`config.mk`:
```
export PLATFORM = sky130hd
export DESIGN_NAME = e203_exu_wbck_arb_flat
export DESIGN_NICKNAME = d
export VERILOG_FILES = /design/src/rtl/e203_wbck_pkg.sv /design/src/rtl/e203_exu_wbck_arb_if.sv /design/src/rtl/e203_wbck_starve_cnt.sv /design/src/rtl/e203_exu_wbck_arb.sv /design/src/flat_wrapper.sv
export SDC_FILE = /design/constraint.sdc
export NUM_CORES = 1
export LEC_CHECK = 0
export CAP_MARGIN = 20
export CORE_MARGIN = 1.5
export CORE_UTILIZATION = 42
export CTS_BUF_LIST = sky130_fd_sc_hd__clkbuf_4 sky130_fd_sc_hd__clkbuf_8
export DETAILED_ROUTE_END_ITERATION = 16
export PLACE_DENSITY = 0.88
export SYNTH_ARGS = -nofsm -noshare
export SYNTH_HDL_FRONTEND = slang
export SYNTH_SLANG_ARGS = --single-unit
```
`constraint.sdc`:
```
create_clock -name clk -period 4.2 [get_ports clk]
set_input_delay 0.42 -clock clk [delete_from_list [all_inputs] [get_ports clk]]
set_output_delay 0.42 -clock clk [all_outputs]
set_load 0.02 [all_outputs]
```
`src/rtl/e203_wbck_pkg.sv`:
```
// Shared constants and the write-back entry type for the EXU write-back arbiter.
// Used by e203_exu_wbck_arb and its starvation counter.
package e203_wbck_pkg;

    localparam int NCH_DEF        = 3;
    localparam int XLEN_DEF       = 32;
    localparam int RFIDX_W_DEF    = 5;
    localparam int STARVE_LIM_DEF = 4;
    localparam int CNT_W          = 4;

    typedef struct packed {
        logic                   rdfpu;
        logic [RFIDX_W_DEF-1:0] rdidx;
        logic [XLEN_DEF-1:0]    wdat;
    } wbck_entry_t;

endpackage

```
`src/rtl/e203_exu_wbck_arb_if.sv`:
```
// Write-back bundle: NCH source channels in, one regfile port out.
// master drives the sources and the regfile ready; slave is the arbiter.
interface e203_exu_wbck_arb_if
    import e203_wbck_pkg::*;
#(
    parameter int NCH     = NCH_DEF,
    parameter int XLEN    = XLEN_DEF,
    parameter int RFIDX_W = RFIDX_W_DEF
);

    logic [NCH-1:0]         wbck_i_valid;
    logic [NCH-1:0]         wbck_i_ready;
    logic [NCH*XLEN-1:0]    wbck_i_wdat;
    logic [NCH*RFIDX_W-1:0] wbck_i_rdidx;
    logic [NCH-1:0]         wbck_i_rdfpu;
    logic                   wbck_o_ready;
    logic                   rf_wbck_o_ena;
    logic                   frf_wbck_o_ena;
    logic [XLEN-1:0]        rf_wbck_o_wdat;
    logic [RFIDX_W-1:0]     rf_wbck_o_rdidx;

    modport master (
        output wbck_i_valid,
        output wbck_i_wdat,
        output wbck_i_rdidx,
        output wbck_i_rdfpu,
        output wbck_o_ready,
        input  wbck_i_ready,
        input  rf_wbck_o_ena,
        input  frf_wbck_o_ena,
        input  rf_wbck_o_wdat,
        input  rf_wbck_o_rdidx
    );

    modport slave (
        input  wbck_i_valid,
        input  wbck_i_wdat,
        input  wbck_i_rdidx,
        input  wbck_i_rdfpu,
        input  wbck_o_ready,
        output wbck_i_ready,
        output rf_wbck_o_ena,
        output frf_wbck_o_ena,
        output rf_wbck_o_wdat,
        output rf_wbck_o_rdidx
    );

endinterface

```
`src/rtl/e203_wbck_starve_cnt.sv`:
```
// Saturating count of consecutive cycles a channel waited with valid high.
// hit flags that the channel has waited LIM cycles and must be force-granted.
module e203_wbck_starve_cnt
    import e203_wbck_pkg::*;
#(
    parameter int LIM = STARVE_LIM_DEF
) (
    input  logic clk,
    input  logic rst_n,
    input  logic valid,
    input  logic accept,
    output logic hit
);

    logic [CNT_W-1:0] cnt;

    always_ff @(posedge clk or negedge rst_n) begin
        if (!rst_n) begin
            cnt <= '0;
        end else if (!valid || accept) begin
            cnt <= '0;
        end else if (cnt != CNT_W'(LIM)) begin
            cnt <= cnt + 1'b1;
        end
    end

    assign hit = (cnt == CNT_W'(LIM));

endmodule

```
`src/rtl/e203_exu_wbck_arb.sv`:
```
// EXU write-back arbiter: static priority (highest index wins) into a 1-entry
// output register. Define E203_WBCK_STARVE_GUARD_EN to add starvation override.
module e203_exu_wbck_arb
    import e203_wbck_pkg::*;
#(
    parameter int NCH        = NCH_DEF,
    parameter int XLEN       = XLEN_DEF,
    parameter int RFIDX_W    = RFIDX_W_DEF,
    parameter int STARVE_LIM = STARVE_LIM_DEF
) (
    input  logic                clk,
    input  logic                rst_n,
    e203_exu_wbck_arb_if.slave  bus
);

    typedef struct packed {
        logic               rdfpu;
        logic [RFIDX_W-1:0] rdidx;
        logic [XLEN-1:0]    wdat;
    } entry_t;

    logic           held_valid;
    entry_t         held;
    entry_t         nxt;
    logic           load;
    logic [NCH-1:0] static_gnt;
    logic [NCH-1:0] gnt;
    logic [NCH-1:0] acc;

    // A draining entry frees the slot in the same cycle, so no bubble.
    assign load = ~held_valid | bus.wbck_o_ready;

    always_comb begin
        static_gnt = '0;
        for (int i = 0; i < NCH; i++) begin
            if (bus.wbck_i_valid[i]) static_gnt = NCH'(1) << i;
        end
    end

`ifdef E203_WBCK_STARVE_GUARD_EN
    logic [NCH-2:0] hit;

    // Scan downward so the lowest starving channel ends up granted.
    always_comb begin
        gnt = static_gnt;
        for (int i = NCH - 2; i >= 0; i--) begin
            if (hit[i] && bus.wbck_i_valid[i]) gnt = NCH'(1) << i;
        end
    end

    for (genvar g = 0; g < NCH - 1; g++) begin : g_cnt
        e203_wbck_starve_cnt #(
            .LIM (STARVE_LIM)
        ) u_cnt (
            .clk    (clk),
            .rst_n  (rst_n),
            .valid  (bus.wbck_i_valid[g]),
            .accept (acc[g]),
            .hit    (hit[g])
        );
    end
`else
    logic unused_lim;
    assign unused_lim = (STARVE_LIM > 0);
    assign gnt        = static_gnt;
`endif

    assign acc              = gnt & {NCH{load}};
    assign bus.wbck_i_ready = acc;

    always_comb begin
        nxt = '0;
        for (int i = 0; i < NCH; i++) begin
            if (gnt[i]) begin
                nxt.rdfpu = bus.wbck_i_rdfpu[i];
                nxt.rdidx = bus.wbck_i_rdidx[i*RFIDX_W +: RFIDX_W];
                nxt.wdat  = bus.wbck_i_wdat[i*XLEN +: XLEN];
            end
        end
    end

    always_ff @(posedge clk or negedge rst_n) begin
        if (!rst_n) begin
            held_valid <= 1'b0;
            held       <= '0;
        end else if (load) begin
            held_valid <= |bus.wbck_i_valid;
            if (|bus.wbck_i_valid) held <= nxt;
        end
    end

    assign bus.rf_wbck_o_ena   = held_valid & ~held.rdfpu & bus.wbck_o_ready;
    assign bus.frf_wbck_o_ena  = held_valid &  held.rdfpu & bus.wbck_o_ready;
    assign bus.rf_wbck_o_wdat  = held.wdat;
    assign bus.rf_wbck_o_rdidx = held.rdidx;

endmodule

```
`src/flat_wrapper.sv`:
```
// flat-port wrapper written by rule: the top's interface ports become plain ports
module e203_exu_wbck_arb_flat import e203_wbck_pkg::*;
#(
    parameter int NCH        = NCH_DEF,
    parameter int XLEN       = XLEN_DEF,
    parameter int RFIDX_W    = RFIDX_W_DEF,
    parameter int STARVE_LIM = STARVE_LIM_DEF
)
  (clk, rst_n, bus_wbck_i_valid, bus_wbck_i_wdat, bus_wbck_i_rdidx, bus_wbck_i_rdfpu, bus_wbck_o_ready, bus_wbck_i_ready, bus_rf_wbck_o_ena, bus_frf_wbck_o_ena, bus_rf_wbck_o_wdat, bus_rf_wbck_o_rdidx);
  e203_exu_wbck_arb_if #(.NCH(NCH), .XLEN(XLEN), .RFIDX_W(RFIDX_W)) bus_i ();
  input  logic clk;
  input  logic rst_n;
  input wire logic [$bits(bus_i.wbck_i_valid)-1:0] bus_wbck_i_valid;
  input wire logic [$bits(bus_i.wbck_i_wdat)-1:0] bus_wbck_i_wdat;
  input wire logic [$bits(bus_i.wbck_i_rdidx)-1:0] bus_wbck_i_rdidx;
  input wire logic [$bits(bus_i.wbck_i_rdfpu)-1:0] bus_wbck_i_rdfpu;
  input wire logic [$bits(bus_i.wbck_o_ready)-1:0] bus_wbck_o_ready;
  output wire logic [$bits(bus_i.wbck_i_ready)-1:0] bus_wbck_i_ready;
  output wire logic [$bits(bus_i.rf_wbck_o_ena)-1:0] bus_rf_wbck_o_ena;
  output wire logic [$bits(bus_i.frf_wbck_o_ena)-1:0] bus_frf_wbck_o_ena;
  output wire logic [$bits(bus_i.rf_wbck_o_wdat)-1:0] bus_rf_wbck_o_wdat;
  output wire logic [$bits(bus_i.rf_wbck_o_rdidx)-1:0] bus_rf_wbck_o_rdidx;
  assign bus_i.wbck_i_valid = bus_wbck_i_valid;
  assign bus_i.wbck_i_wdat = bus_wbck_i_wdat;
  assign bus_i.wbck_i_rdidx = bus_wbck_i_rdidx;
  assign bus_i.wbck_i_rdfpu = bus_wbck_i_rdfpu;
  assign bus_i.wbck_o_ready = bus_wbck_o_ready;
  assign bus_wbck_i_ready = bus_i.wbck_i_ready;
  assign bus_rf_wbck_o_ena = bus_i.rf_wbck_o_ena;
  assign bus_frf_wbck_o_ena = bus_i.frf_wbck_o_ena;
  assign bus_rf_wbck_o_wdat = bus_i.rf_wbck_o_wdat;
  assign bus_rf_wbck_o_rdidx = bus_i.rf_wbck_o_rdidx;
  e203_exu_wbck_arb #(.NCH(NCH), .XLEN(XLEN), .RFIDX_W(RFIDX_W), .STARVE_LIM(STARVE_LIM)) u_core (.clk(clk), .rst_n(rst_n), .bus(bus_i));
endmodule
```
==> results of run 1 <==
[worst max-delay path, stage by stage]
cell             delay [ns]
clkdlybuf4s50_1        0.48
buf_4                  0.38
nor2b_1                0.29
nor3b_1                0.23
clkdlybuf4s50_1        0.63
[per-layer routing]
layer	vias up	part of all wire, %
met5	-	0
met4	0	1.4
met3	13	6.4
met2	111	50
met1	1299	42
li1	1374	-
[logic make-up (layout without fill, tap and decap cells)]
logic type             Yosys count  after routing  share of synthesized area (%)
AND/OR/NAND/NOR                121            121                          22.49
AO/OA/AOI/OAI                  114            114                          26.23
buffers and inverters           71            173                          16.13
flip-flops                      39             39                          35.15
[how the worst max path moves through the flow]
stage	startpoint	slack (ns)	to	depth (start not counted)
4_1_cts	bus_wbck_i_valid[0]	1.38	bus_wbck_i_ready[0]	5
3_5_place_dp	bus_wbck_o_ready	1.35	u_core.bus.rf_wbck_o_wdat[0]	5
5_1_grt	bus_wbck_o_ready	1.27	bus_wbck_i_ready[0]	4
6_report	bus_wbck_i_valid[0]	1.33	bus_wbck_i_ready[0]	5
2_1_floorplan	u_core.held_valid	2.44	bus_wbck_i_ready[0]	4
3_3_place_gp	bus_wbck_o_ready	1.42	bus_wbck_i_ready[0]	4
[placed cells by master, fill, tap and decap left out, types with 2 or more instances in the layout]
| master | instances |
|---|---|
| clkbuf_8 | 6 |
| a21oi_1 | 36 |
| nor3_1 | 36 |
| a221oi_1 | 2 |
| nand2_1 | 37 |
| o21ai_0 | 36 |
| dfrtp_1 | 39 |
| buf_4 | 4 |
| a22o_1 | 36 |
| clkdlybuf4s50_1 | 158 |
| o21ai_1 | 2 |
| nor3b_1 | 2 |
| nor2b_1 | 40 |
| o31ai_2 | 2 |
| buf_2 | 3 |
[power by group through the flow]
stage / clock, mW / sequential (mW) / combinational (mW)
finish: 0.254 / 0.461 / 0.468
global route: 0.276 / 0.468 / 0.502
CTS: 0.257 / 0.461 / 0.471
detailed placement: 0 / 0.467 / 0.470
global placement: 0 / 0.466 / 0.460
floorplan: 0 / 0.455 / 0.295
[metrics by stage]
stage	hold slack, ns	area, sq um	cells	power [mW]	worst slack (ns)
finish	0.2405	4173	524	1.183	1.334
global route	0.3068	4173	524	1.246	1.268
floorplan	0.1244	2776	345	0.7506	2.443
CTS	0.2725	4153	523	1.190	1.376
global placement	0.4863	4065	516	0.9259	1.423
detailed placement	0.4949	4065	516	0.9367	1.348
[registers in the layout, indices dropped and copies added, names as in the netlist]
signal                      cells
u_core.held_valid               1
u_core.held                     1
u_core.bus.rf_wbck_o_wdat      32
u_core.bus.rf_wbck_o_rdidx      5
[cell type report]
cell class | instances | share of cell area, %
clock buffer | 6 | 1.979
clock inverter | 1 | 0.1199
multi-input combinational | 235 | 32.74
sequential | 39 | 23.39
tap | 77 | 2.309
timing repair buffer | 166 | 39.46
==> run summary, run 1 <==
Initial antenna violation count - 0
Nets - 567
Mapped Cells - 345
Clock power share - 21.5%
Maximum vdd drop - 156.9 uV
Die ar. - 0.007107 sq mm
WL final - 7.999 mm
Tot GR Track Use - 22.50%
Met3 usage - 4.916%
Status - complete, no violations
Max-slew violation count - 0
Crit Path Max Fanout - 39
Syn-to-layout area delta - 50.29%
Net Switching - 0.3639 mW
Internal - 0.8193 mW
Top FF cell, synth - dfrtp_1
Clk_lat worst skew - 0.29 ns
Synth top area cells - dfrtp_1, a22o_1, buf_4
Async S/R FF share, synth - 100.0%
Vias/cell - 5.338
Global Route met1 Usage - 28.31%
Fmax - 0.3489 GHz
CTS tree - done
Library cells used by synthesis - 21
Reg clk slew, reported paths - 0.07 ns
Top cells by count, synth - nor2b_1, dfrtp_1, buf_4
Busiest grt layer - met2
Post-detail-place hpwl - 5.704 mm
Hold-fix buffers, CTS - 0
Seq cells post-synth - 39
Sw frac - 30.75%
Max cap viols - 0
Vias in the first global route - 2,747
Power Density - 283.6 mW/mm^2
CTS resizes - 0
FF-to-FF Start - u_core.held_valid
DR vias - 2,797
Overflow after GRT - 0
Largest net degree at the start of global routing - 82
Actual slew at the worst max-slew pin - 0.9699 ns
Avg Cell Area, Syn - 8.048 sq um
Number of buffers created by CTS - 5
EDFF count, synth - 0
Register share of total power - 39.0%
Die width - 84.31 um
Yosys warning count - 0
Filler Cells Inserted - 540
Die height - 84.31 um
WL per Instance - 15.27 um
Critical Path AT - 2.45 ns
Longest Clk Path Bufs - 2
Post-synthesis cell area - 0.002776 sq mm
First-pass GRT wire length - 13.02 mm
Synth top area share - 35.15%
RePlAce Congestion - 0.7621
CTS sink cnt - 39
Slew HR - 35.20%
Endpoints failing hold - 0
Reg2Reg Capture Point - u_core.bus.rf_wbck_o_wdat[0]
First DRT Iteration DRCs - 90
Tcrit/Tclk final - 68.25%
Sequential Area - 975.9 sq um
CTS root buffer - clkbuf_8
Antenna fix cells - 0
Core area - 0.006386 sq mm
Yosys top cell by area - dfrtp_1
Initial core utilization - 43.48%
RSZ-0062 raised after global routing - no
Register area share after synthesis - 35.15%
Logic gate share of total power - 39.6%
Reg2reg path depth - 4
Multi-input gate area - 0.001366 sq mm
R2r setup slk - 1.86 ns
Hold Crit Class - input pin to asynchronous set/reset pin
Crit path launch type - input pin
Detailed Routing Iterations Pass 1 - 4
Finish-stage setup viols - 0
Pleak - 1.669 nW
IO Count - 162
H-tree lvl count - 2
Layout cells sized above 1 - 4.251%
Final Skew - 0.006759 ns
Setup TNS Final - 0 ns
Buffers added on ports - 161
Final min period - 2.866 ns
Setup Crit Path Kind - input pin to output port
Top-count cell post-synth - nor2b_1
Worst EP required - 3.78 ns
Crit. End Element - output port
Final Core Density - 65.34%
Net Count, Synth - 465
Post-CTS setup buffers - 0
# rows - 29
Final ANT Viol Nets - 0
Met2 usage - 38.76%
Remaining DRCs - 0
(Power assumes the default switching activity.)
==> run 2: changes to the inputs <==
--- a/config.mk
+++ b/config.mk
@@ -7,10 +7,10 @@
 export LEC_CHECK = 0
 export CAP_MARGIN = 20
 export CORE_MARGIN = 1.5
-export CORE_UTILIZATION = 42
+export CORE_UTILIZATION = 36
 export CTS_BUF_LIST = sky130_fd_sc_hd__clkbuf_4 sky130_fd_sc_hd__clkbuf_8
 export DETAILED_ROUTE_END_ITERATION = 16
-export PLACE_DENSITY = 0.88
+export PLACE_DENSITY = 0.8
 export SYNTH_ARGS = -nofsm -noshare
 export SYNTH_HDL_FRONTEND = slang
 export SYNTH_SLANG_ARGS = --single-unit
==> constraint.sdc (replaced) <==
create_clock -name clk -period 2.3 [get_ports clk]
set_input_delay 0.23 -clock clk [delete_from_list [all_inputs] [get_ports clk]]
set_output_delay 0.23 -clock clk [all_outputs]
set_load 0.02 [all_outputs]
==> run 2 against run 1 <==
Effect of this change: combinational power grew 84%; largest power group unchanged; die area grew 16%; sequential share of layout area shrank 0.38 points; non-clock buffer count grew 5; count of clock-buffer cells in the layout grew 2; critical path depth shrank 1; worst hold slack lost 0.18 ns; total power grew 88%; clock skew is essentially flat; routed wire length grew 4.6%.
==> run summary, run 2 (synthesis results as in run 1) <==
CTS root buffer - clkbuf_8
R2r setup slk - 0.68 ns (-1.18 ns)
Hold Worst Slack - 0.06030 ns (-0.1802 ns)
Vias/cell - 5.031 (-5.8%)
Slowest cell on crit path - clkdlybuf4s50_1
Nets - 572 (+0.88%)
Initial core utilization - 37.67% (-5.8 points)
CTS resizes - 0 (unchanged)
Max-slew violation count - 0 (unchanged)
Reg2reg path depth - 5 (+1)
CTS sink cnt - 39 (unchanged)
Die height - 90.82 um (+7.7%)
DR vias - 2,777 (-0.72%)
Vias in the first global route - 2,689 (-2.1%)
Reg clk slew, reported paths - 0.08 ns (about the same)
Initial antenna violation count - 0 (unchanged)
Crit path launch type - input pin
Critical Path Sink - bus_wbck_i_ready[0]
Syn-to-layout area delta - 52.77%
Detailed Routing Iterations Pass 1 - 5 (+1)
Worst EP required - 2.07 ns (-1.71 ns)
H-tree lvl count - 2 (unchanged)
Maximum vdd drop - 222.2 uV (+42%)
Die ar. - 0.008248 sq mm (+16%)
Net Switching - 0.6709 mW (+84%)
IO Count - 162 (unchanged)
Slew HR - 40.77% (+5.6 points)
Pleak - 1.697 nW (+1.7%)
Commonest non-fill, non-tap cell in the layout - clkdlybuf4s50_1
Critical Path AT - 1.85 ns (-0.60 ns)
Register share of total power - 37.8% (-1.2 points)
CTS tree - done
Number of buffers created by CTS - 5 (unchanged)
First DRT Iteration DRCs - 107 (+19%)
Setup Crit Path Kind - input pin to output port
Core area - 0.007370 sq mm (+15%)
Power Density - 523.6 mW/mm^2 (+85%)
Most frequent cells in the layout - clkdlybuf4s50_1, nor2b_1, dfrtp_1
Crit. End Element - output port
Logic gate share of total power - 38.9% (-0.7 points)
First-pass GRT wire length - 13.32 mm (+2.3%)
Crit Path Max Fanout - 3 (-92%)
Reg2Reg Capture Point - u_core.bus.rf_wbck_o_wdat[7]
Internal - 1.550 mW (+89%)
Post-detail-place hpwl - 6.082 mm (+6.6%)
Tcrit/Tclk final - 90.41%
Sw frac - 30.21% (-0.54 points)
Slowest stage delay, CP - 0.63 ns (about the same)
Max cap viols - 0 (unchanged)
Hold-fix buffers, CTS - 0 (unchanged)
Layout cells sized above 1 - 5.519% (+1.3 points)
RePlAce Congestion - 0.7605 (-0.21%)
Finish-stage setup viols - 0 (unchanged)
WL per Instance - 15.16 um (-0.72%)
Final worst setup slack - 0.2205 ns (-1.113 ns)
Place WS - 0.2042 ns (-1.144 ns)
RSZ-0062 raised after global routing - no
Setup TNS Final - 0 ns (unchanged)
WL final - 8.366 mm (+4.6%)
Overflow after GRT - 0 (unchanged)
Status - complete, no violations
Endpoints failing hold - 0 (unchanged)
Hold Crit Class - input pin to asynchronous set/reset pin
Post-CTS setup buffers - 0 (unchanged)
Critical path's most frequent cell - clkdlybuf4s50_1
# rows - 31 (+6.9%)
Largest net degree at the start of global routing - 49 (-40%)
FF-to-FF Start - u_core.held_valid
Final ANT Viol Nets - 0 (unchanged)
Buffers added on ports - 161 (unchanged)
Die width - 90.82 um (+7.7%)
Clk_lat worst skew - 0.28 ns (about the same)
Critical path origin - bus_wbck_i_valid[0]
Final min period - 2.080 ns
Actual slew at the worst max-slew pin - 0.8884 ns (-0.08155 ns)
Clock power share - 23.3% (+1.8 points)
Max reg flops - 32 (unchanged)
Final Core Density - 57.56% (-7.8 points)
CP cell instances - clkdlybuf4s50_1, nor2b_1, nor3b_1, clkdlybuf4s50_1
Fmax - 0.4809 GHz
Antenna fix cells - 0 (unchanged)
Longest Clk Path Bufs - 2 (unchanged)
Remaining DRCs - 0 (unchanged)
Final Skew - 0.007014 ns (+0.0002551 ns)
Tot GR Track Use - 19.83% (-2.7 points)
==> run 2: cell count changes in the layout (fill, tap and decap cells not counted), sizes merged <==
cell / before / now
buf: 8 / 13
clkinv: 1 / 0
clkbuf: 6 / 8
==> run 2: final cells by class <==
type	count	area, sq um
clock buffer	8	103.9
timing repair buffer	171	1672
tap	99	123.9
fill	653	3128
sequential	39	975.9
multi-input combinational	235	1366
==> run 2: worst min path at each step <==
stage,slack (ns),end,start,cells after the start
2_1_floorplan,-0.07,u_core.bus.rf_wbck_o_rdidx[0],rst_n,0
3_3_place_gp,0.39,u_core.bus.rf_wbck_o_wdat[17],rst_n,1
3_5_place_dp,0.40,u_core.bus.rf_wbck_o_wdat[17],rst_n,1
4_1_cts,0.09,u_core.bus.rf_wbck_o_wdat[17],rst_n,1
5_1_grt,0.13,u_core.bus.rf_wbck_o_wdat[20],rst_n,1
6_report,0.06,u_core.bus.rf_wbck_o_wdat[20],rst_n,1
==> run 2: layer usage <==
layer,part of all wire (%),vias up,track usage (%),wire length (um)
li1,-,1388,-,-
met1,45,1276,25.07,3796
met2,48,107,34.15,3977
met3,6.4,6,4.966,539
met4,0.63,0,4.036,53
met5,0,-,0,0
==> run 2: per-stage QoR <==
step	cell area, sq um	power, mW	std cells
finish	4242	2.221	552
global route	4242	2.331	552
CTS	4242	2.243	552
detailed placement	4138	1.719	544
global placement	4138	1.704	544
floorplan	2776	1.371	345
==> run 2: worst max-delay path, delay by kind of cell <==
family	cells	cell delay, ns
AND/OR/NAND/NOR	2	0.48
buffers and inverters	2	1.14
==> run 2: power by group through the flow <==
stage | clock [mW] | combinational [mW] | sequential, mW
3_3_place_gp | 0 | 0.853 | 0.850
3_5_place_dp | 0 | 0.870 | 0.849
6_report | 0.518 | 0.863 | 0.840
2_1_floorplan | 0 | 0.539 | 0.831
5_1_grt | 0.554 | 0.924 | 0.853
4_1_cts | 0.533 | 0.870 | 0.840
==> run 3: changes to the inputs <==
--- a/config.mk
+++ b/config.mk
@@ -10,6 +10,7 @@
 export CORE_UTILIZATION = 36
 export CTS_BUF_LIST = sky130_fd_sc_hd__clkbuf_4 sky130_fd_sc_hd__clkbuf_8
 export DETAILED_ROUTE_END_ITERATION = 16
+export GPL_ROUTABILITY_DRIVEN = 0
 export PLACE_DENSITY = 0.8
 export SYNTH_ARGS = -nofsm -noshare
 export SYNTH_HDL_FRONTEND = slang
==> results of run 3 <==
No change in the layout: final DEF, timing and power equal those of run 2.
